<file path="src/rtl/mem_bist.sv">
// ---------------------------------------------------------------------------
// mem_bist -- built-in self-test engine for one dual-port block RAM.
//
// A start pulse in IDLE latches the selected algorithm and runs it to the end.
// The engine writes through port A, reads back through port B, compares the
// data on the fly, and reports pass/fail, a saturating error count and the
// first failing location.
//
// Algorithms (one full address sweep per element, one DRAIN cycle after each):
//   mode 0 ADDR    : W(ADDR)up, R(ADDR)up
//   mode 1 CHECKER : W(CHK)up, R(CHK)up, W(~CHK)up, R(~CHK)up
//   mode 2 MARCH   : W(0)up, RW(0,1s)up, RW(1s,0)down, R(0)up
//   mode 3         : reserved; goes straight to FIN with pass=0
//
// Ports
//   clk, rst           rising-edge clock, synchronous active-low reset
//   start, mode        start pulse and algorithm select (both sampled in IDLE)
//   busy, done, pass   test running / one-cycle end pulse / result
//   err_count          mismatches in the current/last test, saturating
//   fail_addr/_data    address and observed data of the first mismatch
//   addr_a/data_a/we_a write port A
//   addr_b/data_b/we_b read port B (data_b and we_b tied to 0)
//   q_b                port B read data, valid one cycle after addr_b
// ---------------------------------------------------------------------------
module mem_bist #(
  parameter int DATA_WIDTH = 16,
  parameter int ADDR_WIDTH = 10
) (
  input  logic                  clk,
  input  logic                  rst,
  input  logic                  start,
  input  logic [1:0]            mode,
  output logic                  busy,
  output logic                  done,
  output logic                  pass,
  output logic [15:0]           err_count,
  output logic [ADDR_WIDTH-1:0] fail_addr,
  output logic [DATA_WIDTH-1:0] fail_data,
  output logic [ADDR_WIDTH-1:0] addr_a,
  output logic [DATA_WIDTH-1:0] data_a,
  output logic                  we_a,
  output logic [ADDR_WIDTH-1:0] addr_b,
  output logic [DATA_WIDTH-1:0] data_b,
  output logic                  we_b,
  input  logic [DATA_WIDTH-1:0] q_b
);

  typedef enum logic [1:0] {S_IDLE, S_RUN, S_DRAIN, S_FIN} state_e;
  typedef enum logic [1:0] {K_W, K_R, K_RW} kind_e;
  typedef enum logic [2:0] {P_ZERO, P_ONES, P_ADDR, P_CHK, P_NCHK} pat_e;

  typedef struct packed {
    kind_e kind;
    logic  down;    // sweep N-1..0 instead of 0..N-1
    pat_e  rd_pat;  // expected read value
    pat_e  wr_pat;  // value written (W, or trailing write of RW)
  } elem_t;

  // Element table: algorithm + element index -> operation.
  function automatic elem_t elem_of(input logic [1:0] m, input logic [1:0] e);
    elem_t el;
    el.kind   = K_W;
    el.down   = 1'b0;
    el.rd_pat = P_ZERO;
    el.wr_pat = P_ZERO;
    case (m)
      2'd0: begin
        el.kind   = e[0] ? K_R : K_W;
        el.rd_pat = P_ADDR;
        el.wr_pat = P_ADDR;
      end
      2'd1: begin
        el.kind   = e[0] ? K_R : K_W;
        el.rd_pat = e[1] ? P_NCHK : P_CHK;
        el.wr_pat = e[1] ? P_NCHK : P_CHK;
      end
      2'd2: begin
        case (e)
          2'd1: begin
            el.kind   = K_RW;
            el.wr_pat = P_ONES;
          end
          2'd2: begin
            el.kind   = K_RW;
            el.down   = 1'b1;
            el.rd_pat = P_ONES;
          end
          2'd3:    el.kind = K_R;
          default: el.kind = K_W;
        endcase
      end
      default: ;
    endcase
    return el;
  endfunction

  // Data pattern for a given address.
  function automatic logic [DATA_WIDTH-1:0] pat_val(input pat_e p,
                                                    input logic [ADDR_WIDTH-1:0] a);
    logic [DATA_WIDTH-1:0] v;
    v = '0;
    case (p)
      P_ONES: v = '1;
      P_ADDR: begin
        // Address replicated across the word, truncated to DATA_WIDTH bits.
        for (int b = 0; b < DATA_WIDTH; b++) v[b] = a[b % ADDR_WIDTH];
      end
      P_CHK, P_NCHK: begin
        // 0x..5555 on even addresses, 0x..AAAA on odd ones.
        for (int b = 0; b < DATA_WIDTH; b++) v[b] = ((b % 2) == 0) ^ a[0];
        if (p == P_NCHK) v = ~v;
      end
      default: v = '0;
    endcase
    return v;
  endfunction

  state_e                state_q, state_d;
  logic [1:0]            mode_q, mode_d;
  logic [1:0]            elem_q, elem_d;
  logic [ADDR_WIDTH-1:0] addr_q, addr_d;
  logic                  rd_valid_q, rd_valid_d;   // a read was issued last cycle
  logic [ADDR_WIDTH-1:0] rd_addr_q, rd_addr_d;     // its address
  logic [DATA_WIDTH-1:0] exp_q, exp_d;             // its expected data
  logic [15:0]           err_count_q, err_count_d;
  logic [ADDR_WIDTH-1:0] fail_addr_q, fail_addr_d;
  logic [DATA_WIDTH-1:0] fail_data_q, fail_data_d;
  logic                  pass_q, pass_d;

  elem_t                 cur, nxt;
  logic [1:0]            last_elem;
  logic [ADDR_WIDTH-1:0] end_addr;
  logic                  mismatch;

  assign cur       = elem_of(mode_q, elem_q);
  assign nxt       = elem_of(mode_q, elem_q + 2'd1);
  assign last_elem = (mode_q == 2'd0) ? 2'd1 : 2'd3;
  assign end_addr  = cur.down ? {ADDR_WIDTH{1'b0}} : {ADDR_WIDTH{1'b1}};
  // q_b is the answer to the read issued one cycle earlier.
  assign mismatch  = rd_valid_q && (q_b != exp_q);

  // NOTE: every output and next-state value gets a default at the top of the
  // block, so no path through the case statement can infer a latch.
  always_comb begin
    state_d     = state_q;
    mode_d      = mode_q;
    elem_d      = elem_q;
    addr_d      = addr_q;
    rd_valid_d  = 1'b0;
    rd_addr_d   = rd_addr_q;
    exp_d       = exp_q;
    err_count_d = err_count_q;
    fail_addr_d = fail_addr_q;
    fail_data_d = fail_data_q;
    pass_d      = pass_q;
    we_a        = 1'b0;
    addr_a      = '0;
    data_a      = '0;
    addr_b      = '0;

    // Registered compare; the first mismatch of a test is the one with the
    // error count still at zero.
    if (mismatch) begin
      if (err_count_q != 16'hFFFF) err_count_d = err_count_q + 16'd1;
      if (err_count_q == 16'd0) begin
        fail_addr_d = rd_addr_q;
        fail_data_d = q_b;
      end
    end

    // Trailing write of an RW element: the address read last cycle. The read
    // counter has already moved on, so the two ports never collide. The last
    // one of the sweep lands in the DRAIN cycle.
    if ((state_q == S_RUN || state_q == S_DRAIN) && rd_valid_q && cur.kind == K_RW) begin
      we_a   = 1'b1;
      addr_a = rd_addr_q;
      data_a = pat_val(cur.wr_pat, rd_addr_q);
    end

    case (state_q)
      S_IDLE: begin
        if (start) begin
          mode_d      = mode;
          elem_d      = 2'd0;
          addr_d      = '0;
          err_count_d = '0;
          fail_addr_d = '0;
          fail_data_d = '0;
          pass_d      = 1'b0;
          state_d     = (mode == 2'd3) ? S_FIN : S_RUN;
        end
      end
      S_RUN: begin
        if (cur.kind == K_W) begin
          we_a   = 1'b1;
          addr_a = addr_q;
          data_a = pat_val(cur.wr_pat, addr_q);
        end else begin
          addr_b     = addr_q;
          rd_valid_d = 1'b1;
          rd_addr_d  = addr_q;
          exp_d      = pat_val(cur.rd_pat, addr_q);
        end
        if (addr_q == end_addr) state_d = S_DRAIN;
        else if (cur.down)      addr_d  = addr_q - ADDR_WIDTH'(1);
        else                    addr_d  = addr_q + ADDR_WIDTH'(1);
      end
      S_DRAIN: begin
        if (elem_q == last_elem) begin
          state_d = S_FIN;
          // Includes the compare of the final read, resolved this cycle.
          pass_d  = (err_count_d == 16'd0);
        end else begin
          elem_d  = elem_q + 2'd1;
          addr_d  = nxt.down ? {ADDR_WIDTH{1'b1}} : {ADDR_WIDTH{1'b0}};
          state_d = S_RUN;
        end
      end
      S_FIN:   state_d = S_IDLE;
      default: state_d = S_IDLE;
    endcase
  end

  // NOTE: state registers use non-blocking assignments so every register
  // samples the pre-edge value of the others, whatever the statement order.
  always_ff @(posedge clk) begin
    if (!rst) begin
      state_q     <= S_IDLE;
      mode_q      <= 2'd0;
      elem_q      <= 2'd0;
      addr_q      <= '0;
      rd_valid_q  <= 1'b0;
      rd_addr_q   <= '0;
      exp_q       <= '0;
      err_count_q <= '0;
      fail_addr_q <= '0;
      fail_data_q <= '0;
      pass_q      <= 1'b0;
    end else begin
      state_q     <= state_d;
      mode_q      <= mode_d;
      elem_q      <= elem_d;
      addr_q      <= addr_d;
      rd_valid_q  <= rd_valid_d;
      rd_addr_q   <= rd_addr_d;
      exp_q       <= exp_d;
      err_count_q <= err_count_d;
      fail_addr_q <= fail_addr_d;
      fail_data_q <= fail_data_d;
      pass_q      <= pass_d;
    end
  end

  assign busy      = (state_q == S_RUN) || (state_q == S_DRAIN);
  assign done      = (state_q == S_FIN);
  assign pass      = pass_q;
  assign err_count = err_count_q;
  assign fail_addr = fail_addr_q;
  assign fail_data = fail_data_q;
  assign data_b    = '0;
  assign we_b      = 1'b0;

endmodule

</file>
<file path="config.mk">
export PLATFORM = sky130hd
export DESIGN_NAME = mem_bist
export DESIGN_NICKNAME = d
export VERILOG_FILES = /design/src/rtl/mem_bist.sv
export SDC_FILE = /design/constraint.sdc
export NUM_CORES = 1
export LEC_CHECK = 0
export BUFFER_PORTS_ARGS = -buffer_cell sky130_fd_sc_hd__buf_4
export CAP_MARGIN = 25
export CORE_MARGIN = 2
export CORE_UTILIZATION = 54
export CTS_CLUSTER_SIZE = 40
export DETAILED_ROUTE_END_ITERATION = 7
export PLACE_DENSITY = 0.8
export SLEW_MARGIN = 20
export SYNTH_ARGS = -nofsm -noshare
export SYNTH_HDL_FRONTEND = slang
export SYNTH_SLANG_ARGS = --single-unit
export TNS_END_PERCENT = 1
</file>
<file path="constraint.sdc">
create_clock -name clk -period 3.8 [get_ports clk]
set_input_delay 0.57 -clock clk [delete_from_list [all_inputs] [get_ports clk]]
set_output_delay 0.57 -clock clk [all_outputs]
set_load 0.02 [all_outputs]
</file>
Word-level counts from Yosys, hierarchy flattened
Cells that the tools add are included.
{"block": "totals", "register_bits": 86, "inputBits": 21, "out_inout_bits": 99, "wordCells": 129}
{"block": "classes", "n_addsub": 4, "eq_ne": 28, "mux": 59, "n_bitwise": 5, "n_reduce_logical": 22}
{"operator": "two-way mux 16 bit", "n": 14}
{"operator": "two-way mux 10 bit", "n": 15}
{"operator": "one-hot mux 16 bit (3 select lines)", "n": 3}
{"operator": "zero test 16 bit", "n": 2}
{"operator": "NOT 16 bit", "n": 2}
{"operator": "one-hot mux 10 bit (3 select lines)", "n": 1}
{"operator": "one-hot mux 6 bit (3 select lines)", "n": 1}
{"operator": "adder 16 x 1 -> 16 bit (second input constant)", "n": 1}
{"operator": "== test 2 bit (second input constant)", "n": 8}
{"operator": "!= test 16 bit", "n": 1}
{"operator": "!= test 16 bit (second input constant)", "n": 1}
{"operator": "two-way mux 2 bit", "n": 7}
{"operator": "== test 3 x 2 -> 1 bit (second input constant)", "n": 4}
{"operator": "one-hot mux 2 bit (2 select lines)", "n": 3}
{"operator": "adder 10 x 1 -> 10 bit (second input constant)", "n": 1}
{"operator": "== test 10 bit", "n": 1}
{"operator": "two-way mux 1 bit", "n": 10}
{"operator": "!= test 2 bit (second input constant)", "n": 5}
{"operator": "subtractor 10 x 1 -> 10 bit (second input constant)", "n": 1}
{"operator": "two-way mux 4 bit", "n": 2}
{"operator": "one-hot mux 2 bit (4 select lines)", "n": 1}
{"operator": "AND reduction 2 bit", "n": 4}
{"operator": "OR reduction 2 bit", "n": 4}
{"operator": "== test 2 x 1 -> 1 bit (second input constant)", "n": 3}
{"operator": "14 further kinds", "n": 23}

Logic depth before layout (Yosys ltp)
Gate-level depths: netlist of the first run.
{"block": "logic_depth", "ltp_word": 9, "mapped_depth": 14, "ltp_nobuf": 12}

Worst setup path after synthesis of the first run
No wires, ideal clock.
{"block": "synth_timing", "kind": "register -> output", "startpoint": "register state_q[0]", "endpoint": "output data_a[10]", "arrival_ns": 2.363, "required_time_ns": 3.230, "path_slack_ns": 0.867, "stages_incl_launch_ff": 9, "path_buffers": 2, "cell_sequence": "dfxtp_1 inv_1 ha_1 clkbuf_1 and4_1 or2_2 nand2_1 a21oi_1 buf_4"}
{"block": "synth_between", "elab_chain_len": 7}
{"element": "start: declaration", "line_no": "118", "source": "state_e state_q, state_d;"}
{"element": "start signal: assignment", "line_no": "240", "source": "state_q <= state_d;"}
{"element": "== test 2 x 1 -> 1 bit / == test 2 bit (equally long branches)"}
{"element": "logical OR 1 bit (*)"}
{"element": "net busy", "line_no": "33", "source": "output logic busy,"}
{"element": "logical AND 1 bit (*) (2 in a row)", "line_no": "174", "source": "if ((state_q == S_RUN || state_q == S_DRAIN) && rd_valid_q && cur.kind == K_RW) begin"}
{"element": "two-way mux 16 bit (*)", "line_no": "174"}
{"element": "two-way mux 16 bit", "line_no": "194", "source": "if (cur.kind == K_W) begin"}
{"element": "two-way mux 16 bit (*)", "line_no": "180", "source": "case (state_q)"}
{"element": "end: declaration", "line_no": "40", "source": "output logic [DATA_WIDTH-1:0] data_a,"}
The timed path passes the listed nets; every way through them passes the cells marked *.

Worst setup path in the final report of the first run
{"block": "layout_timing", "startpoint": "register state_q[0]", "endpoint": "output data_a[10]"}
{"block": "layout_between", "elab_chain_len": 7}
{"element": "== test 2 x 1 -> 1 bit / == test 2 bit (equally long branches)", "line_no": "174, 180"}
{"element": "logical OR 1 bit", "line_no": "174"}
{"element": "logical AND 1 bit (2 in a row)", "line_no": "174"}
{"element": "two-way mux 16 bit", "line_no": "174"}
{"element": "two-way mux 16 bit", "line_no": "194"}
{"element": "two-way mux 16 bit (*)", "line_no": "180"}
Mark *: on every way between the ends. The rest lies on a longest branch, timed or not.

==> reports/summary.log, run 1 <==
qor: logic_synthesis.synth_top_area_cell sky130_fd_sc_hd__dfxtp_1
qor: clock_tree.cts.repair.resized 0
qor: logic_synthesis.biggest_area_contributors_in_the_synthesized_netlist sky130_fd_sc_hd__dfxtp_1 (32%), sky130_fd_sc_hd__mux2i_1 (7.0%), sky130_fd_sc_hd__and2_1 (5.0%)
qor: final_layout.diodes 0
qor: logic_synthesis.post_synth_num_cell_types 59
qor: logic_synthesis.yosysWarnings 0
qor: setup_path.critPathLaunchType flop
qor: logic_synthesis.syn_inst 614
qor: routing.1st_iter_drt_viols 318
qor: setup_path.r2r_path_start err_count[5]
qor: power_and_ir_drop.leakagePower 2.68 nW
qor: timing.slew_viol_final 0
qor: setup_path.worst_ep_required_time 3.23 ns
qor: setup_path.worst_r2r_path_depth 7
qor: run_status.result_of_the_run completed
qor: routing.vias 4618
qor: routing.drtPass1Iterations 5
qor: final_layout.layout.filler_cells 772
qor: die.die_height 100 um
qor: global_route.grt_use_total 24.9%
qor: setup_path.cell_type_of_the_slowest_stage_on_the_worst_timing_path sky130_fd_sc_hd__and4_1
qor: hold_path.worstHoldStart q_b[14]
qor: logic_synthesis.synth_xor_area_share 6.12%
qor: logic_synthesis.synth_simple_gate_area_share 27.2%
qor: routing.drt_wirelength 12700 um
qor: routing.post-route-drc-count 0
qor: die.floorplan.rows 35
qor: timing.rsz0062_at_grt false
qor: timing.max_slew_headroom_at_the_worst_pin 40.2%
qor: setup_path.timing_worst_setup_path_type reg -> out
qor: placement.gp_routability_congestion 0.891
qor: setup_path.worst_ep_arrival_time 2.90 ns
qor: die.core_area 9110 um^2
qor: routing.vias_per_cell 5.79
qor: clock_tree.clk_root_buffer_cell sky130_fd_sc_hd__clkbuf_8
qor: final_layout.share_of_layout_cells_above_drive_strength_1 19.4%
qor: hold_path.timing.hold.worst.class in -> reg
qor: logic_synthesis.yosys_register_bits 80
qor: global_route.gr-total-overflow 0
qor: final_layout.layout.nets 716
qor: die.die_w 100 um
qor: die.full_die_area 10100 um^2
qor: logic_synthesis.yosys_top_cell_area_share 32.0%
qor: clock_tree.htreeDepth 3
qor: setup_path.setup.worst_path.end_class output pin
qor: setup_path.worst_path_largest_cell_delay 0.54 ns
qor: global_route.maximum_number_of_pins_on_one_net_before_global_route_repair 41
qor: logic_synthesis.syn-cell-area 5010 um^2
qor: flow_run.max-cap-violations 0
qor: clock_tree.path_clk_slew 0.08 ns
qor: logic_synthesis.synth_common_cells sky130_fd_sc_hd__dfxtp_1 (80), sky130_fd_sc_hd__nor2_1 (55), sky130_fd_sc_hd__nand2_1 (51)
qor: timing.final_period_minus_worst_setup_slack 3.47 ns
qor: hold_path.min_delay_worst_endpoint fail_data[14]
qor: logic_synthesis.share_of_the_synthesized_area_in_compound_gates_ao_oa_aoi_oai 16.4%
qor: logic_synthesis.syn_area_per_cell 8.16 um^2
qor: logic_synthesis.synth-edff-count 0
qor: clock_tree.cts_made_buffers 9
qor: power_and_ir_drop.power-per-cell-area 416 nW/um^2
qor: power_and_ir_drop.worst_ir_drop_on_vdd 0.000497 V
qor: timing.setup-tns-final 0 ns
qor: logic_synthesis.dominant_combinational_cell_family_by_area_after_synthesis simple AND/OR/NAND/NOR gates
qor: final_layout.layout_utilization 64.4%
qor: die.initial_util 55.0%
qor: clock_tree.clk_path_buf_depth 2
qor: clock_tree.cts.hold.buffers_added 0
qor: global_route.first_global_vias 4161
qor: die.io_pins 120
qor: setup_path.r2r_setup_slack 0.80 ns
qor: timing.fmaxAchievable 0.288 GHz
qor: timing.period_share 91.3%
qor: setup_path.beginning_of_the_critical_path state_q[0]
qor: logic_synthesis.synth-adder-area-share 3.00%
qor: routing.ant_nets 0
qor: timing.worstMarginPinSlew 0.896 ns
qor: final_layout.area_growth 17.0%
qor: logic_synthesis.postSynth.topFlopCell sky130_fd_sc_hd__dfxtp_1
qor: logic_synthesis.yosys.cell_count.top_type sky130_fd_sc_hd__dfxtp_1
qor: setup_path.crit_path_max_fanout 12
qor: routing.wl_per_cell 16.0 um
qor: clock_tree.cts_setup_buffers 0
qor: timing.timing.final.setup_violations 0
qor: placement.port-buffer-count 102
qor: global_route.number_of_antenna_violations_at_the_first_check_in_global_routing 0
qor: setup_path.worstPathCellList inv_1 > ha_1 > and4_1 > or2_2 > nand2_1 > a21oi_1 > buf_4
qor: hold_path.timing.hold.worst_path_depth 3
qor: setup_path.reg2reg_to pass
qor: placement.hpwl 9250 um
qor: clock_tree.tritoncts built
qor: clock_tree.clkSinkCount 80
qor: timing.number_of_hold_violations_in_the_final_report 0
qor: timing.clock_skew 0.0180 ns
qor: logic_synthesis.synth_seq_area_share 32.0%
qor: logic_synthesis.yosys-mux-area-fraction 7.44%
qor: logic_synthesis.async_reset_ff_share 0%
qor: clock_tree.clkLatencyLatePin 0.36 ns
qor: global_route.global_route_wire_length_before_repair 20200 um
## flip-flops by register name, summed over array words and instances (netlist names)
name	count
fail_data	16
elem_q	2
fail_addr	10
addr_q	10
state_q	2
pass	1
rd_addr_q	10
exp_q	10
mode_q	2
rd_valid_q	1
err_count	16
## worst max-delay path by stage
stage | to | slack (ns)
after floorplan | data_a[10] | 0.87
after global placement | pass | 0.82
after detailed placement | pass | 0.71
after CTS | data_a[10] | 0.35
after global routing | data_a[0] | 0.13
final | data_a[10] | 0.33
## power breakdown
group | switching (mW) | internal [mW]
Sequential | 0.0449 | 0.863
Clock | 0.313 | 0.316
Combinational | 0.580 | 0.321
Total | 0.938 | 1.50
## kinds of logic after synthesis
group | after synthesis
and+or+nand+nor | 255
AOI/OAI and AO/OA | 118
muxes | 37
adders and majority gates | 12
xor gates and xnor gates | 35
other | 1
buffers and inverters | 76
DFF | 80
## final cells by class
class                   instances  area (um^2)  share of cell area [%]
flip-flops and latches         80         1600                    27.3
inverters                      11         41.3                   0.704
clock buffers                  10          138                    2.35
clock inverters                 5         57.6                   0.982
well taps                     111          139                    2.37
repair buffers                107          803                    13.7
multi-input cells             474         3080                    52.6
## layer usage
layer	global-route usage [%]	share of wire (%)
met1	33.4	44
met2	40.1	48
met3	5.01	6.1
met4	8.22	1.9
met5	0	0
## placed cells by master (no fill, tap or decap), types with 12 or more instances in the layout
| cell type | Yosys | routed |
|---|---|---|
| sky130_fd_sc_hd__ha_1 | 12 | 12 |
| sky130_fd_sc_hd__dfxtp_1 | 80 | 80 |
| sky130_fd_sc_hd__a21oi_1 | 17 | 17 |
| sky130_fd_sc_hd__a21boi_0 | 13 | 13 |
| sky130_fd_sc_hd__xor2_1 | 19 | 19 |
| sky130_fd_sc_hd__and2_1 | 40 | 40 |
| sky130_fd_sc_hd__nand2b_1 | 12 | 12 |
| sky130_fd_sc_hd__nand3_1 | 23 | 22 |
| sky130_fd_sc_hd__o21ai_0 | 16 | 16 |
| sky130_fd_sc_hd__nor2_1 | 55 | 55 |
| sky130_fd_sc_hd__conb_1 | 1 | 17 |
| sky130_fd_sc_hd__buf_4 | 25 | 107 |
| sky130_fd_sc_hd__nand2_1 | 51 | 51 |
| sky130_fd_sc_hd__mux2i_1 | 35 | 35 |
| sky130_fd_sc_hd__xnor2_1 | 16 | 16 |
## worst max-delay path, delay by kind of cell (launching register included)
kind            cells  cell delay (ns)
fa+ha+maj           1             0.52
compound gates      1             0.34
flops               1             0.42
buf+inv             2             0.32
simple gates        3             0.95
## metrics by stage
stage | power, mW | setup WS [ns] | instance area (um^2) | hold slack (ns) | instances
after floorplan | 1.58 | 0.867 | 5070 | 0.450 | 630
after global placement | 1.79 | 0.818 | 5670 | 0.467 | 783
after detailed placement | 1.82 | 0.712 | 5670 | 0.480 | 783
after CTS | 2.44 | 0.354 | 5860 | 0.460 | 798
after global routing | 2.58 | 0.129 | 5860 | 0.467 | 798
final | 2.44 | 0.332 | 5860 | 0.463 | 798
Power figures use the tool's default switching activity.
==> run 2: changes to the inputs <==
Settings changed: CTS_CLUSTER_DIAMETER from default to 150, PLACE_DENSITY 0.8 to 0.85.
==> run 2 against run 1 <==
Net effect:
- die area stayed put
- critical endpoint is now data_a[4]
- sequential cell count did not move
- fmax increased by 1.8%
- highest routed layer unchanged
- critical path type unchanged
- largest cell class unchanged
- sequential power about the same
- utilization increased by 0.27 points
==> reports/summary.log, run 2 (synthesis gave the netlist of run 1 again) <==
qor: final_layout.share_of_layout_cells_above_drive_strength_1 19.7% [was 19.4%]
qor: global_route.first_global_vias 4348 [was 4161]
qor: clock_tree.htreeDepth 3 [unchanged]
qor: setup_path.crit_path_max_fanout 16 [was 12]
qor: clock_tree.clk_path_buf_depth 2 [unchanged]
qor: placement.post_dp_area 5680 um^2 [was 5670 um^2]
qor: setup_path.worst_path_largest_cell_delay 0.43 ns [was 0.54 ns]
qor: power_and_ir_drop.worst_ir_drop_on_vdd 0.000403 V [was 0.000497 V]
qor: global_route.maximum_number_of_pins_on_one_net_before_global_route_repair 43 [was 41]
qor: final_layout.diodes 0 [unchanged]
qor: global_route.number_of_antenna_violations_at_the_first_check_in_global_routing 0 [unchanged]
qor: die.full_die_area 10100 um^2 [unchanged]
qor: timing.rsz0062_at_grt false [unchanged]
qor: die.floorplan.rows 35 [unchanged]
qor: flow_run.max-cap-violations 0 [unchanged]
qor: die.core_area 9110 um^2 [unchanged]
qor: routing.1st_iter_drt_viols 307 [was 318]
qor: placement.port-buffer-count 102 [unchanged]
qor: final_layout.layout_utilization 64.6% [was 64.4%]
qor: final_layout.most_common_library_cell_in_the_layout_ignoring_fill_and_taps sky130_fd_sc_hd__buf_4 [unchanged]
qor: power_and_ir_drop.leakagePower 2.70 nW [was 2.68 nW]
qor: clock_tree.clk_root_buffer_cell sky130_fd_sc_hd__clkbuf_8 [unchanged]
qor: final_layout.area_growth 17.5% [was 17.0%]
qor: placement.gp_routability_congestion 0.952 [was 0.891]
qor: setup_path.worst_path_most_repeated_cell sky130_fd_sc_hd__a21oi_1
qor: setup_path.worstPathCellList inv_1 > ha_1 > a21oi_1 > mux2i_1 > and2_2 > or2_2 > nand2_1 > a21oi_1 > buf_4 [was inv_1 > ha_1 > and4_1 > or2_2 > nand2_1 > a21oi_1 > buf_4]
qor: routing.drt_wirelength 13000 um [was 12700 um]
qor: setup_path.timing_worst_setup_path_type reg -> out [unchanged]
qor: clock_tree.path_clk_slew 0.09 ns [was 0.08 ns]
qor: clock_tree.cts.hold.buffers_added 0 [unchanged]
qor: timing.worstMarginPinSlew 0.977 ns [was 0.896 ns]
qor: die.io_pins 120 [unchanged]
qor: final_layout.mostFrequentLayoutCells sky130_fd_sc_hd__buf_4 (109), sky130_fd_sc_hd__dfxtp_1 (80), sky130_fd_sc_hd__nor2_1 (55), sky130_fd_sc_hd__nand2_1 (51), sky130_fd_sc_hd__and2_1 (39) [was sky130_fd_sc_hd__buf_4 (107), sky130_fd_sc_hd__dfxtp_1 (80), sky130_fd_sc_hd__nor2_1 (55), sky130_fd_sc_hd__nand2_1 (51), sky130_fd_sc_hd__and2_1 (40)]
qor: setup_path.setup.worst_path.end_class output pin [unchanged]
qor: clock_tree.clkLatencyLatePin 0.37 ns [was 0.36 ns]
qor: global_route.gr-total-overflow 0 [unchanged]
qor: setup_path.cell_type_of_the_slowest_stage_on_the_worst_timing_path sky130_fd_sc_hd__dfxtp_1 [was sky130_fd_sc_hd__and4_1]
qor: die.initial_util 55.0% [unchanged]
qor: timing.setup-tns-final 0 ns [unchanged]
qor: routing.vias 4669 [was 4618]
qor: die.die_height 100 um [unchanged]
qor: timing.timing.final.setup_violations 0 [unchanged]
qor: die.die_w 100 um [unchanged]
qor: timing.period_share 89.6% [was 91.3%]
qor: clock_tree.cts_setup_buffers 0 [unchanged]
qor: clock_tree.cts.repair.resized 0 [unchanged]
qor: placement.hpwl 9440 um [was 9250 um]
qor: final_layout.finalInstanceArea 5890 um^2 [was 5860 um^2]
qor: timing.max_slew_headroom_at_the_worst_pin 34.4% [was 40.2%]
qor: clock_tree.clkSinkCount 80 [unchanged]
qor: timing.slew_viol_final 0 [unchanged]
qor: hold_path.timing.hold.worst.class in -> reg [unchanged]
qor: run_status.result_of_the_run completed [unchanged]
qor: clock_tree.cts_made_buffers 9 [unchanged]
qor: clock_tree.tritoncts built [unchanged]
qor: final_layout.layout.nets 718 [was 716]
qor: timing.fmaxAchievable 0.294 GHz [was 0.288 GHz]
qor: global_route.global_route_wire_length_before_repair 21100 um [was 20200 um]
qor: setup_path.worst_ep_required_time 3.23 ns [about the same]
qor: global_route.grt_use_total 25.8% [was 24.9%]
qor: routing.vias_per_cell 5.83 [was 5.79]
qor: setup_path.worst_ep_arrival_time 2.84 ns [was 2.90 ns]
qor: power_and_ir_drop.power-per-cell-area 425 nW/um^2 [was 416 nW/um^2]
qor: timing.final_period_minus_worst_setup_slack 3.41 ns [was 3.47 ns]
qor: routing.drtPass1Iterations 5 [unchanged]
qor: routing.wl_per_cell 16.2 um [was 16.0 um]
qor: routing.post-route-drc-count 0 [unchanged]
qor: timing.number_of_hold_violations_in_the_final_report 0 [unchanged]
qor: setup_path.critPathLaunchType flop [unchanged]
qor: timing.clock_skew 0.0163 ns [was 0.0180 ns]
qor: routing.ant_nets 0 [unchanged]
## run 2: changes by cell type in the layout (fill, tap and decap cells not counted), sizes merged
cell and delta:
inv +4, clkbuf -1, buf +2, clkinv -1, clkinvlp -1
## run 2: per-stage QoR
stage	hold WS (ns)	power, mW	cells	worst slack (ns)
3_5_place_dp	0.485	1.83	785	0.704
6_report	0.451	2.50	801	0.394
5_1_grt	0.441	2.63	801	0.217
3_3_place_gp	0.465	1.80	785	0.825
4_1_cts	0.447	2.50	801	0.264
2_1_floorplan	0.450	1.58	630	0.867
## run 2: critical path: cells and delay by family, from the launching register on
family | cells | cell delay (ns)
simple gates | 3 | 0.78
flops | 1 | 0.43
compound gates | 2 | 0.37
fa+ha+maj | 1 | 0.35
buf+inv | 2 | 0.30
mux | 1 | 0.23
## run 2: area by class of cell
type                    instances  area, um^2
clock buffers                   9         124
clock inverters                 7        85.1
fillers                       766        3220
inverters                      11        41.3
multi-input cells             474        3080
flip-flops and latches         80        1600
well taps                     111         139
repair buffers                109         818
## run 2: path summary, 6_finish.rpt
| check | to | startpoint | cells after the start | slack (ns) |
|---|---|---|---|---|
| max | data_a[4] | elem_q[0] | 9 | 0.39 |
| min | fail_data[13] | q_b[13] | 3 | 0.45 |
| max reg2reg | addr_q[7] | elem_q[0] | 9 | 0.75 |
| min reg2reg | exp_q[7] | exp_q[7] | 2 | 0.50 |
## run 2: power breakdown
group	switching, mW	total (mW)	internal, mW
Sequential	0.0439	0.907	0.864
Combinational	0.596	0.923	0.327
Clock	0.356	0.673	0.317
Total	0.996	2.50	1.51
## run 2: metal layers
layer	vias up	wire length, um	track usage (%)
met5	-	0	0
met4	0	241	9.48
met3	28	893	4.67
met2	211	6260	42.5
met1	2192	5600	33.8
li1	2238	-	-
